File: src/rtl/pipe_pkg.sv
// Shared definitions for the pipe_stage_reg inter-stage register.
//
// Contents:
//   pipe_state_t - occupancy state of the two-slot stage.
//                  EMPTY = no beats, FULL = main slot only, SKID = both slots.
//   STALL_CNT_W  - width of the optional stall counter
//                  (used only when PIPE_STAGE_PERF_EN is defined).
package pipe_pkg;

    typedef enum logic [1:0] {
        EMPTY = 2'd0,
        FULL  = 2'd1,
        SKID  = 2'd2
    } pipe_state_t;

    localparam int STALL_CNT_W = 16;

endpackage

File: src/rtl/pipe_slot.sv
// One storage slot of the pipeline stage: a valid bit plus payload and
// control registers. Clear has priority over load for the valid bit; the
// payload registers only change on load and are not cleared by 'clear'.
//
// Ports:
//   clk, rst   - clock, asynchronous active-high reset (everything to 0)
//   load       - capture load_data/load_ctrl and set valid
//   clear      - drop the held beat (valid -> 0)
//   load_data  - payload to capture
//   load_ctrl  - control bits to capture
//   valid      - slot holds a beat
//   data, ctrl - held payload and control bits (unmasked)
module pipe_slot
    import pipe_pkg::*;
#(
    parameter int DATA_W = 64,
    parameter int CTRL_W = 16
) (
    input  logic              clk,
    input  logic              rst,
    input  logic              load,
    input  logic              clear,
    input  logic [DATA_W-1:0] load_data,
    input  logic [CTRL_W-1:0] load_ctrl,
    output logic              valid,
    output logic [DATA_W-1:0] data,
    output logic [CTRL_W-1:0] ctrl
);

    always_ff @(posedge clk or posedge rst) begin
        if (rst) begin
            valid <= 1'b0;
        end else if (clear) begin
            valid <= 1'b0;
        end else if (load) begin
            valid <= 1'b1;
        end
    end

    always_ff @(posedge clk or posedge rst) begin
        if (rst) begin
            data <= '0;
            ctrl <= '0;
        end else if (load) begin
            data <= load_data;
            ctrl <= load_ctrl;
        end
    end

endmodule

File: src/rtl/pipe_stage_reg.sv
// Inter-stage pipeline register with valid/ready handshake, a one-entry
// skid buffer, synchronous flush and masking of control bits on bubbles.
//
// Parameters:
//   DATA_W - payload width, passed through unmasked
//   CTRL_W - side-effecting control bits, forced to 0 when out_valid = 0
//
// Ports:
//   clk, rst            - clock, asynchronous active-high reset
//   in_valid/in_ready   - upstream handshake (in_ready is a flop output)
//   in_data, in_ctrl    - upstream payload and control bits
//   flush               - drop every held beat and the beat offered this cycle
//   out_valid/out_ready - downstream handshake (out_ready low = stall)
//   out_data, out_ctrl  - held payload and masked control bits
//   stall_cnt           - saturating count of out_valid & ~out_ready cycles,
//                         present only when PIPE_STAGE_PERF_EN is defined
//
// Build option: define PIPE_STAGE_PERF_EN to add the stall_cnt port/counter.
module pipe_stage_reg
    import pipe_pkg::*;
#(
    parameter int DATA_W = 64,
    parameter int CTRL_W = 16
) (
    input  logic              clk,
    input  logic              rst,
    input  logic              in_valid,
    output logic              in_ready,
    input  logic [DATA_W-1:0] in_data,
    input  logic [CTRL_W-1:0] in_ctrl,
    input  logic              flush,
    output logic              out_valid,
    input  logic              out_ready,
    output logic [DATA_W-1:0] out_data,
    output logic [CTRL_W-1:0] out_ctrl
`ifdef PIPE_STAGE_PERF_EN
    ,
    output logic [STALL_CNT_W-1:0] stall_cnt
`endif
);

    pipe_state_t       state;

    logic              acc;
    logic              drn;

    logic              m_valid;
    logic [DATA_W-1:0] m_data;
    logic [CTRL_W-1:0] m_ctrl;
    logic              m_load;
    logic              m_clear;
    logic              m_from_skid;
    logic [DATA_W-1:0] m_load_data;
    logic [CTRL_W-1:0] m_load_ctrl;

    logic              s_valid;
    logic [DATA_W-1:0] s_data;
    logic [CTRL_W-1:0] s_ctrl;
    logic              s_load;
    logic              s_clear;

    assign acc = in_valid & in_ready;
    assign drn = m_valid & out_ready;

    // Slot control: what each slot does at the coming edge. Flush overrides
    // everything, so no load is raised while it is active.
    always_comb begin
        m_load      = 1'b0;
        m_clear     = flush;
        m_from_skid = 1'b0;
        s_load      = 1'b0;
        s_clear     = flush;
        if (!flush) begin
            case (state)
                EMPTY: begin
                    m_load = acc;
                end
                FULL: begin
                    if (acc && drn) begin
                        m_load = 1'b1;
                    end else if (acc) begin
                        s_load = 1'b1;
                    end else if (drn) begin
                        m_clear = 1'b1;
                    end
                end
                SKID: begin
                    // in_ready is low here, so only the drain can happen.
                    if (drn) begin
                        m_load      = 1'b1;
                        m_from_skid = 1'b1;
                        s_clear     = 1'b1;
                    end
                end
                default: begin
                    m_clear = 1'b1;
                    s_clear = 1'b1;
                end
            endcase
        end
    end

    assign m_load_data = m_from_skid ? s_data : in_data;
    assign m_load_ctrl = m_from_skid ? s_ctrl : in_ctrl;

    // Occupancy FSM. in_ready is registered alongside the state so it never
    // depends combinationally on out_ready; it is low exactly in SKID.
    always_ff @(posedge clk or posedge rst) begin
        if (rst) begin
            state    <= EMPTY;
            in_ready <= 1'b1;
        end else if (flush) begin
            state    <= EMPTY;
            in_ready <= 1'b1;
        end else begin
            case (state)
                EMPTY: begin
                    if (acc) begin
                        state <= FULL;
                    end
                end
                FULL: begin
                    if (acc && !drn) begin
                        state    <= SKID;
                        in_ready <= 1'b0;
                    end else if (!acc && drn) begin
                        state <= EMPTY;
                    end
                end
                SKID: begin
                    if (drn) begin
                        state    <= FULL;
                        in_ready <= 1'b1;
                    end
                end
                default: begin
                    state    <= EMPTY;
                    in_ready <= 1'b1;
                end
            endcase
        end
    end

    // Main slot feeds the output; skid slot catches the beat in flight when
    // the downstream stalls.
    pipe_slot #(
        .DATA_W (DATA_W),
        .CTRL_W (CTRL_W)
    ) u_main (
        .clk       (clk),
        .rst       (rst),
        .load      (m_load),
        .clear     (m_clear),
        .load_data (m_load_data),
        .load_ctrl (m_load_ctrl),
        .valid     (m_valid),
        .data      (m_data),
        .ctrl      (m_ctrl)
    );

    pipe_slot #(
        .DATA_W (DATA_W),
        .CTRL_W (CTRL_W)
    ) u_skid (
        .clk       (clk),
        .rst       (rst),
        .load      (s_load),
        .clear     (s_clear),
        .load_data (in_data),
        .load_ctrl (in_ctrl),
        .valid     (s_valid),
        .data      (s_data),
        .ctrl      (s_ctrl)
    );

    // Output stage: control bits are masked on bubbles, payload is not.
    assign out_valid = m_valid;
    assign out_data  = m_data;
    assign out_ctrl  = m_valid ? m_ctrl : '0;

`ifdef PIPE_STAGE_PERF_EN
    function automatic logic [STALL_CNT_W-1:0] sat_inc(input logic [STALL_CNT_W-1:0] v);
        return (&v) ? v : v + STALL_CNT_W'(1);
    endfunction

    // Counts stalled cycles; survives flush, cleared only by reset.
    always_ff @(posedge clk or posedge rst) begin
        if (rst) begin
            stall_cnt <= '0;
        end else if (m_valid && !out_ready) begin
            stall_cnt <= sat_inc(stall_cnt);
        end
    end
`endif

endmodule

File: config.mk
export PLATFORM = sky130hd
export DESIGN_NAME = pipe_stage_reg
export DESIGN_NICKNAME = d
export VERILOG_FILES = /design/src/rtl/pipe_pkg.sv /design/src/rtl/pipe_slot.sv /design/src/rtl/pipe_stage_reg.sv
export SDC_FILE = /design/constraint.sdc
export NUM_CORES = 1
export LEC_CHECK = 0
export CORE_MARGIN = 3
export CORE_UTILIZATION = 45
export CTS_CLUSTER_SIZE = 25
export DETAILED_ROUTE_END_ITERATION = 10
export PLACE_DENSITY = 0.8
export SLEW_MARGIN = 5
export SYNTH_ARGS = -nofsm -noshare
export SYNTH_HDL_FRONTEND = slang
export SYNTH_SLANG_ARGS = --single-unit
File: constraint.sdc
create_clock -name clk -period 6.1 [get_ports clk]
set_input_delay 0.915 -clock clk [delete_from_list [all_inputs] [get_ports clk]]
set_output_delay 0.915 -clock clk [all_outputs]
set_load 0.05 [all_outputs]
---- Word-level counts from Yosys, hierarchy flattened ----
Cells that the tools add are included.
storage, ports and cells
  logic and storage cells ................. 55
  input port bits ......................... 85
  output and inout bits ................... 82
  flip-flop bits (word level) ............. 164
operators by class
  equal/unequal tests ..................... 7
  multiplexer cells ....................... 29
  reductions and logical operators ........ 10
  bitwise logic cells ..................... 2
operators with widths
  kind                                                             number
  64-bit two-way mux                                               1
  16-bit two-way mux                                               2
  1-bit two-way mux                                                17
  2-bit two-way mux                                                5
  3-bit != test, second input constant                             3
  1-bit case mux with 3 select lines                               2
  2-bit case mux with 3 select lines                               1
  3-bit AND reduction                                              2
  4-bit != test, second input constant                             1
  1-bit logical AND                                                3
  1-bit bitwise AND                                                2
  2-bit by 1-bit == test with 1-bit output, second input constant  1
  2-bit == test, second input constant                             1
  1-bit logical NOT                                                2
  2-bit logical NOT                                                1
  2-bit != test, second input constant                             1
  1-bit case mux with 2 select lines                               1
  2-bit nonzero test                                               1
  2-bit OR reduction                                               1

---- Logic depth before layout (Yosys ltp) ----
Gate-level depths: netlist of the first run.
  word-level depth ........................ 7
  gate-level depth with buffers ........... 5
  gate-level depth less buffers ........... 4

---- Hierarchy ----
Synthesis of the first run repeated with hierarchy kept, for this count alone.
unflattened totals
  cells, all modules ...................... 480
  area total of the unflattened synthesis .. 8,195.4 µm²
modules (own cells, without submodules)
  module          cells an instance  area each (µm²)  sequential area each (µm²)  instances
  pipe_slot       172                3,409.5          2,026.9                     2
  pipe_stage_reg  136                1,376.3          76.3                        1

---- Worst setup path after synthesis of the first run ----
No wires, ideal clock.
  path kind ............................... input port to flip-flop
  start point ............................. input flush
  end point ............................... register u_main.ctrl[0]
  path buffers ............................ 2
  stages .................................. 5
  required time ........................... 5.972 ns
  arrival time ............................ 2.454 ns
  path slack .............................. 3.518 ns
  library setup time ...................... 0.128 ns
  path through ............................ clkbuf_1 nor4b_4 buf_6 mux2_1 mux2_1
between the ends
  longest elaborated chain between the ends .. 2
  elaborated cells between the ends (all ways) .. 3
  those cells by class .................... mux (3)
RTL lines
  element                 line                   text
  start: declaration      pipe_stage_reg.sv:31   input logic flush,
  1-bit two-way mux       pipe_stage_reg.sv:73   if (!flush) begin
  16-bit two-way mux      pipe_stage_reg.sv:104  assign m_load_ctrl = m_from_skid ? s_ctrl : in_ctrl;
  end signal: assignment  pipe_slot.sv:46        ctrl <= load_ctrl;
  end: declaration        pipe_slot.sv:27        output logic [CTRL_W-1:0] ctrl
Parallel ways exist; a longest one is shown, timed or not.
A chain may end at the register's enable or synchronous reset.

---- Final worst setup path of the first run ----
  start point ............................. input in_valid
  end point ............................... register u_skid.ctrl[15]
between the ends
  longest elaborated chain between the ends .. 5
  elaborated cells between the ends (all ways) .. 6
  those cells by class .................... mux (4); bitwise (1); reduce/logical (1)
RTL lines
  element                                                        line                                        text
  start: declaration                                             pipe_stage_reg.sv:27                        input logic in_valid,
  1-bit bitwise AND *                                            pipe_stage_reg.sv:62                        assign acc = in_valid & in_ready;
  1-bit two-way mux / 1-bit logical AND (equally long branches)  pipe_stage_reg.sv:81, pipe_stage_reg.sv:79
  1-bit two-way mux *                                            pipe_stage_reg.sv:79                        if (acc && drn) begin
  1-bit two-way mux *                                            pipe_stage_reg.sv:74                        case (state)
  1-bit two-way mux *                                            pipe_stage_reg.sv:73
  end signal: assignment                                         pipe_slot.sv:46
  end: declaration                                               pipe_slot.sv:27
Mark *: on every way between the ends. The rest lies on a longest branch, timed or not.

==> impl_metrics.tcl, run 1 <==
set metrics [dict create \
    place.gp.congestion 0.753 \
    skew_ps 13.4 \
    clk_latency_ps 410 \
    min_path_type "reg2reg" \
    first_global_vias 4918 \
    r2r_start "u_main.valid" \
    n_antenna_cell 0 \
    grt_first_pass_wirelength_um 25300 \
    cp.required_ps 6390 \
    die_h_um 133 \
    vdd_drop_max_mv 0.330 \
    rr_endpoint "u_skid.ctrl[15]" \
    drt_iter0_markers 142 \
    synth_top_family_by_area "multiplexers" \
    start_kind "input pin" \
    r2r_cells 5 \
    grt_setup_unrepaired "no" \
    wl_per_cell_um 17.5 \
    power.density_nw_per_um2 493 \
    fmax_mhz 293 \
    ys_seq_elements 164 \
    critical_path_class "in2reg" \
    cp-end-kind "flip-flop" \
    post_cts_buffers 0 \
    seqPwrFrac_pct 38.4 \
    status "finished, final reports clean" \
    ys_types 22 \
    path_max_fanout 48 \
    synth.yosys.seq_area_share_pct 56.4 \
    tightest_slew_ps 1090 \
    cts_root_buffer "clkbuf_16" \
    avgSynthCellArea_um2 15.4 \
    grt_overflow 0 \
    syn_nets 558 \
    grt_util_all_layers_pct 17.8 \
    synthMuxAreaShare_pct 37.2 \
    clock_path_buffers 2 \
    yosys_warnings 0 \
    min_period_ps 3410 \
    switching_share_pct 36.6 \
    holdPathEnd "u_main.ctrl[15]" \
    synthSimpleGateAreaFrac_pct 2.61 \
    hold_depth 1 \
    synth_fa_ha_area_share_pct 0 \
    tns_ps 0 \
    finalPower_uw 4790 \
    htree_num_levels 4 \
    synth_xor_area_share_pct 0 \
    antenna_found_initial 0 \
    die_x_um 133 \
    grt_max_degree 81 \
    slew_viol_final 0 \
    r2r_slack_ps 3000 \
    drc 0 \
    io_buffers 166 \
    max_slew_margin_pct 27.5 \
    min_period_over_period_pct 55.9 \
    area_growth_pct 33.4 \
    p_sw_uw 1750 \
    core-area_um2 15500 \
    layout_common_cells "185 x mux2_1, 166 x clkdlybuf4s50_1, 163 x dfrtp_1, 55 x mux2_2, 17 x clkbuf_16" \
    netlist_area_um2 7280 \
    clkPwrFrac_pct 23.9 \
    start_util_pct 46.9 \
    worstPathArrival_ps 3700 \
    mostFrequentLayoutCell "mux2_1" \
    final_layout_size_suffix_gt1_share_pct 15.3 \
    p_leak_uw 0.00400 \
    finalSetupViolCount 0 \
    cts_resized 0 \
    fin_nets 721 \
    hold_violations 0 \
    drt-pass1-iter-count 4 \
    die_area_um2 17700 \
    clk_pin_slew_ps 70 \
    p_comb_share_pct 37.7 \
    netlist_instances 473 \
    hpwl_um 10100 \
    numCtsBuffers 17 \
    vias_per_cell 5.11 \
    rows 45 \
    cts.sink_count 164 \
    hold_path.startpoint "u_main.ctrl[15]" \
    cap_violations 0 \
    cts_hold_buffers 0 \
    ant_nets 0 \
    cts_tree "yes" \
    num_vias 4394 \
    synth_compound_area_share_pct 0.893 \
    wl_um 15100 \
    io_pins 167 \
    power.internal_uw 3040 \
]
-- state kept, by name (all words and copies together) (netlist names) --
signal        count
u_skid.ctrl      16
u_main.ctrl      16
u_skid.data      64
state             2
u_main.data      64
in_ready          1
u_main.valid      1
-- per-stage QoR --
step                      hold slack, ps  area (µm²)  cells  setup slack [ps]  utilization, %
after floorplan                      449        7280    473               753               -
after global placement               459        9070    828              2330            58.4
after detailed placement             467        9070    828              2260            58.4
after CTS                            482        9720    860              2710            62.5
after global routing                 495        9720    860              2550            62.5
final                                481        9720    860              2690            62.5
-- critical path, cell delays in order --
cell and delay [ps]:
clkdlybuf4s50_1 500, and3b_2 250, nand3_1 130, nor2_4 760, buf_4 680, mux2_2 410
-- synth_stat cells --
cell / number / area share, %
a211oi_1: 2 / 0.21
a21oi_1: 4 / 0.27
and2_1: 16 / 1.4
and3_1: 2 / 0.17
and3b_2: 1 / 0.14
buf_2: 9 / 0.62
buf_4: 8 / 0.82
buf_6: 8 / 1.2
clkbuf_1: 3 / 0.15
dfrtp_1: 163 / 56
dfstp_2: 1 / 0.36
inv_1: 1 / 0.051
mux2_1: 185 / 29
mux2_2: 55 / 8.5
mux2i_1: 1 / 0.14
nand2_1: 2 / 0.10
nand2_2: 1 / 0.086
nand3_1: 3 / 0.21
nand3b_1: 1 / 0.10
nor2_1: 2 / 0.10
nor4b_4: 1 / 0.33
o21bai_1: 4 / 0.41
-- power groups by stage --
stage          Clock [µW]  Combinational, µW  Sequential, µW
5_1_grt              1220               1900            1910
2_1_floorplan           0                587            2430
3_5_place_dp            0               1820            1860
6_report             1140               1810            1840
3_3_place_gp            0               1780            1830
4_1_cts              1170               1830            1850
-- area by class of cell --
| class | instances | area (µm²) |
|---|---|---|
| fillers | 1176 | 5820 |
| flip-flops and latches | 164 | 4110 |
| multi-input cells | 280 | 2990 |
| repair buffers | 172 | 1710 |
| clock buffers | 21 | 470 |
| well taps | 211 | 264 |
| clock inverters | 11 | 175 |
| inverters | 1 | 8.76 |
-- cells by family after synthesis --
kind of cell    after synthesis
flops                       164
simple gates                 29
mux                         241
compound gates               10
buf+inv                      29
-- metal layers --
metal	global-route usage [%]	routed length, µm
met5	0	0
met1	22.3	6600
met2	30.2	7530
met4	4.06	116
met3	5.70	834
-- worst max-delay path by stage --
stage / startpoint / endpoint / slack [ps] / cells past startpoint
2_1_floorplan: rst / state[0] / 750 / 1
3_3_place_gp: in_valid / u_skid.ctrl[10] / 2330 / 6
3_5_place_dp: in_valid / u_skid.ctrl[15] / 2260 / 6
4_1_cts: in_valid / u_skid.ctrl[15] / 2710 / 6
5_1_grt: in_valid / u_skid.ctrl[3] / 2550 / 6
6_report: in_valid / u_skid.ctrl[15] / 2690 / 6
Note: power is estimated with default switching activity, not from simulation.
==> run 2, diff against run 1 <==
Clock period 6.1 ns to 3.5 ns, I/O delays scaled along.
==> impl_metrics.tcl, run 2 (synthesis gave the netlist of run 1 again) <==
set metrics [dict create \
    status "finished, final reports clean" \
    slew_viol_final 0 \
    numCtsBuffers 17 \
    ant_nets 0 \
    rows 45 \
    grt_max_degree 165 \
    wl_um 14900 \
    critPathLaunch "u_main.valid" \
    drc 0 \
    num_vias 4444 \
    die_x_um 133 \
    critPathSlowestCell "clkdlybuf4s50_1" \
    drt_iter0_markers 167 \
    clk_latency_ps 420 \
    p_leak_uw 0.00398 \
    grt_overflow 0 \
    finalSetupViolCount 0 \
    worstPathArrival_ps 2270 \
    r2r_slack_ps 980 \
    first_global_vias 4957 \
    cp_num_buf_inv 1 \
    clk_pin_slew_ps 60 \
    min_path_type "reg2reg" \
    vias_per_cell 5.16 \
    skew_ps 9.54 \
    fmax_mhz 357 \
    placed_area_um2 9110 \
    crit_family "buffers and inverters" \
    fin_nets 722 \
    cts.sink_count 164 \
    holdWs_ps 480 \
    io_buffers 166 \
    grt_setup_unrepaired "no" \
    wl_per_cell_um 17.3 \
    antenna_found_initial 0 \
    hold_violations 0 \
    start_kind "flip-flop" \
    clock_path_buffers 2 \
    cp-end-kind "output pin" \
    layout_common_cells "185 x mux2_1, 166 x clkdlybuf4s50_1, 163 x dfrtp_1, 55 x mux2_2, 17 x clkbuf_16" \
    tns_ps 0 \
    die_area_um2 17700 \
    start_util_pct 46.9 \
    area_growth_pct 33.2 \
    postLayoutCoreUtil_pct 62.4 \
    power.density_nw_per_um2 843 \
    cp.required_ps 2970 \
    r2r_cells 5 \
    cts_root_buffer "clkbuf_16" \
    htree_num_levels 4 \
    path_max_fanout 24 \
    tightest_slew_ps 907 \
    min_period_ps 2800 \
    rr_endpoint "u_main.data[50]" \
    cts_hold_buffers 0 \
    grt_first_pass_wirelength_um 25000 \
    cpPeakStageDelay_ps 820 \
    finalPower_uw 8180 \
    final_layout_size_suffix_gt1_share_pct 15.2 \
    min_period_over_period_pct 80.0 \
    io_pins 167 \
    critical_path_class "reg2out" \
    final_area_um2 9700 \
    hold_path.startpoint "u_main.data[40]" \
    drt-pass1-iter-count 4 \
    cap_violations 0 \
    r2r_start "u_main.valid" \
    vdd_drop_max_mv 0.632 \
    cts_tree "yes" \
    largestRegisters "u_main.data: 64 flops, u_skid.data: 64 flops" \
    n_antenna_cell 0 \
    hold_depth 1 \
    path_cells "and2_1 -> clkdlybuf4s50_1" \
    core-area_um2 15500 \
    grt_util_all_layers_pct 17.5 \
    mostFrequentLayoutCell "mux2_1" \
    place.gp.congestion 0.733 \
    die_h_um 133 \
    cts_resized 0 \
    post_cts_buffers 0 \
    hpwl_um 9890 \
    max_slew_margin_pct 39.6 \
    holdPathEnd "u_main.data[40]" \
]
-- run 2: cell count changes in the layout (fill, tap and decap cells not counted) --
cell | previous run | this run
clkbuf_8 | 3 | 2
buf_12 | 0 | 3
clkinv_2 | 1 | 2
buf_4 | 6 | 4
clkinvlp_4 | 2 | 5
bufinv_16 | 4 | 2
clkbuf_1 | 1 | 2
clkinv_4 | 4 | 2
-- run 2: cell type report --
cell class	count	area, µm²
Multi-Input combinational cell	280	2990
Timing Repair Buffer	173	1750
Sequential cell	164	4110
Tap cell	211	264
Inverter	1	7.51
Clock buffer	21	460
Fill cell	1179	5840
Clock inverter	11	126
-- run 2: routing by layer --
metal  global-route usage (%)  routed length, µm  up-vias
met5                        0                  0        -
met4                     3.77                 63        0
met3                     6.87                937        8
met2                     30.6               7620      118
met1                     20.4               6280     2292
li1                         -                  -     2026
-- run 2: per-stage QoR --
stage	instances	setup WS, ps
final	861	701
after CTS	861	679
after global placement	829	807
after floorplan	473	891
after detailed placement	829	712
after global routing	861	572
-- run 2: worst max-delay path by stage --
stage                            to  slack (ps)  cells after the start
global route           out_ctrl[10]         570                      2
floorplan                  state[0]         890                      1
global placement    u_main.data[51]         810                      6
detailed placement  u_main.data[23]         710                      6
CTS                     out_ctrl[0]         680                      2
finish                  out_ctrl[0]         700                      2
-- run 2: report_power, final --
| group | switching [µW] | leakage, µW | internal (µW) | total (µW) |
|---|---|---|---|---|
| sequential | 444 | 0.00195 | 2760 | 3200 |
| clock | 736 | 0.000276 | 1090 | 1830 |
| combinational | 1860 | 0.00175 | 1290 | 3150 |
| total | 3040 | 0.00398 | 5130 | 8180 |
-- run 2: worst reg2reg max path: cells and delay by family, from the launching register on --
family	cells	cell delay (ps)
mux	2	710
buf+inv	1	280
simple gates	2	620
flops	1	800
==> run 3, diff against run 2 <==
Settings changed: PLACE_DENSITY 0.8 to 0.83.
Clock period 3.5 ns to 2.5 ns, I/O delays scaled along.
==> impl_metrics.tcl, run 3 (synthesis gave the netlist of run 1 again) <==
set metrics [dict create \
    grt_setup_unrepaired "no" \
    vias_per_cell 5.09 \
    drc 0 \
    cap_violations 0 \
    crit_family "buffers and inverters" \
    io_buffers 166 \
    htree_num_levels 4 \
    critPathLaunch "u_main.valid" \
    n_fill_cell 1135 \
    postLayoutSetupSlackWorst_ps 86.5 \
    hpwl_um 10100 \
    min_path_type "in2async" \
    min_period_ps 2410 \
    skew_ps 9.08 \
    hold_violations 0 \
    r2r_slack_ps 500 \
    p_leak_uw 0.00417 \
    first_global_vias 4999 \
    die_h_um 133 \
    tns_ps 0 \
    die_area_um2 17700 \
    cp_num_buf_inv 2 \
    path_cells "buf_4 -> and2_1 -> clkdlybuf4s50_1" \
    drt_iter0_markers 145 \
    rows 45 \
    clock_path_buffers 2 \
    cts_tree "yes" \
    place.gp.congestion 0.757 \
    fin_nets 731 \
    final_layout_size_suffix_gt1_share_pct 16.8 \
    cpPeakStageDelay_ps 800 \
    grt_overflow 0 \
    grt_max_degree 80 \
    cp.required_ps 2120 \
    cp-end-kind "output pin" \
    cts.sink_count 164 \
    grt_first_pass_wirelength_um 24900 \
    power.density_nw_per_um2 1170 \
    largestRegisters "u_main.data: 64 flops, u_skid.data: 64 flops" \
    finalSetupViolCount 0 \
    grt_util_all_layers_pct 17.5 \
    n_antenna_cell 0 \
    min_period_over_period_pct 96.5 \
    fmax_mhz 414 \
    postLayoutCoreUtil_pct 63.5 \
    antenna_found_initial 0 \
    num_vias 4427 \
    start_kind "flip-flop" \
    clk_pin_slew_ps 60 \
    wl_per_cell_um 17.4 \
    core-area_um2 15500 \
    drt-pass1-iter-count 4 \
    area_growth_pct 35.5 \
    path_max_fanout 22 \
    wl_um 15200 \
    clk_latency_ps 420 \
    max_slew_margin_pct 62.6 \
    mostFrequentLayoutCell "mux2_1" \
    numCtsBuffers 17 \
    critPathSlowestCell "clkdlybuf4s50_1" \
    io_pins 167 \
    cts_root_buffer "clkbuf_16" \
    critical_path_class "reg2out" \
    worstPathArrival_ps 2040 \
    ant_nets 0 \
    die_x_um 133 \
    tightest_slew_ps 559 \
    slew_viol_final 0 \
    status "finished, final reports clean" \
    start_util_pct 46.9 \
    vdd_drop_max_mv 0.678 \
    post_cts_buffers 0 \
    r2r_start "u_main.valid" \
    dp_slack_ps 65.9 \
    layout_common_cells "185 x mux2_1, 163 x dfrtp_1, 157 x clkdlybuf4s50_1, 55 x mux2_2, 17 x clkbuf_16" \
]
## run 3: changes by cell type in the layout (fill, tap and decap cells not counted), sizes merged
| cell | previous run | this run |
|---|---|---|
| clkinvlp | 5 | 3 |
| clkinv | 4 | 5 |
| clkdlybuf4s50 | 166 | 157 |
| dlymetal6s2s | 0 | 7 |
| buf | 7 | 18 |
| inv | 1 | 2 |
## run 3: power by group
part	switching, µW	leakage [µW]	internal [µW]
sequential	617	0.00195	3860
clock	1040	0.000290	1550
combinational	2620	0.00193	1820
## run 3: worst reg2reg max path, cell delays in order, from the launching register on
cell      delay (ps)
dfrtp_1          390
buf_4            260
and3_1           200
o21bai_1         110
a21oi_4          240
buf_12           300
mux2_1           390
## run 3: metrics by stage
stage,power [µW],hold WS [ps],std cells,cell area (µm²)
after global placement,8820,461,838,9250
final,11500,306,870,9870
after global routing,12100,330,870,9870
after CTS,11700,295,870,9850
after floorplan,7370,449,473,7290
after detailed placement,9010,468,838,9250
## run 3: repair_timing
action / in CTS / in global routing
hold buffers: 0 / 0
setup endpoints to repair: 0 / 7
resized for setup: 0 / 7
endpoints found under the hold margin: 0 / 0
## run 3: metal layers
layer / track usage (%) / vias to the layer above / wire length (µm) / part of all wire, %
li1: - / 2039 / - / -
met4: 5.31 / 0 / 176 / 1.2
met3: 5.06 / 15 / 753 / 5.0
met5: 0 / - / 0 / 0
met1: 22.6 / 2259 / 6820 / 45
met2: 28.9 / 114 / 7400 / 49
## run 3: cell type report
cell class | instances | area (µm²) | share of cell area, %
clock buffer | 21 | 470 | 4.77
timing repair buffer | 182 | 1910 | 19.3
sequential | 164 | 4110 | 41.6
multi-input combinational | 280 | 2990 | 30.3
tap | 211 | 264 | 2.68
inverter | 1 | 7.51 | 0.0761
clock inverter | 11 | 125 | 1.27
## run 3: worst paths after layout
check	to	depth (start not counted)
hold reg to reg	u_main.ctrl[8]	1
setup / recovery	out_ctrl[4]	3
max in group asynchronous	in_ready	3
setup reg to reg	u_main.data[22]	6
min in group clk	u_main.ctrl[8]	1
hold / removal	u_skid.data[48]	2
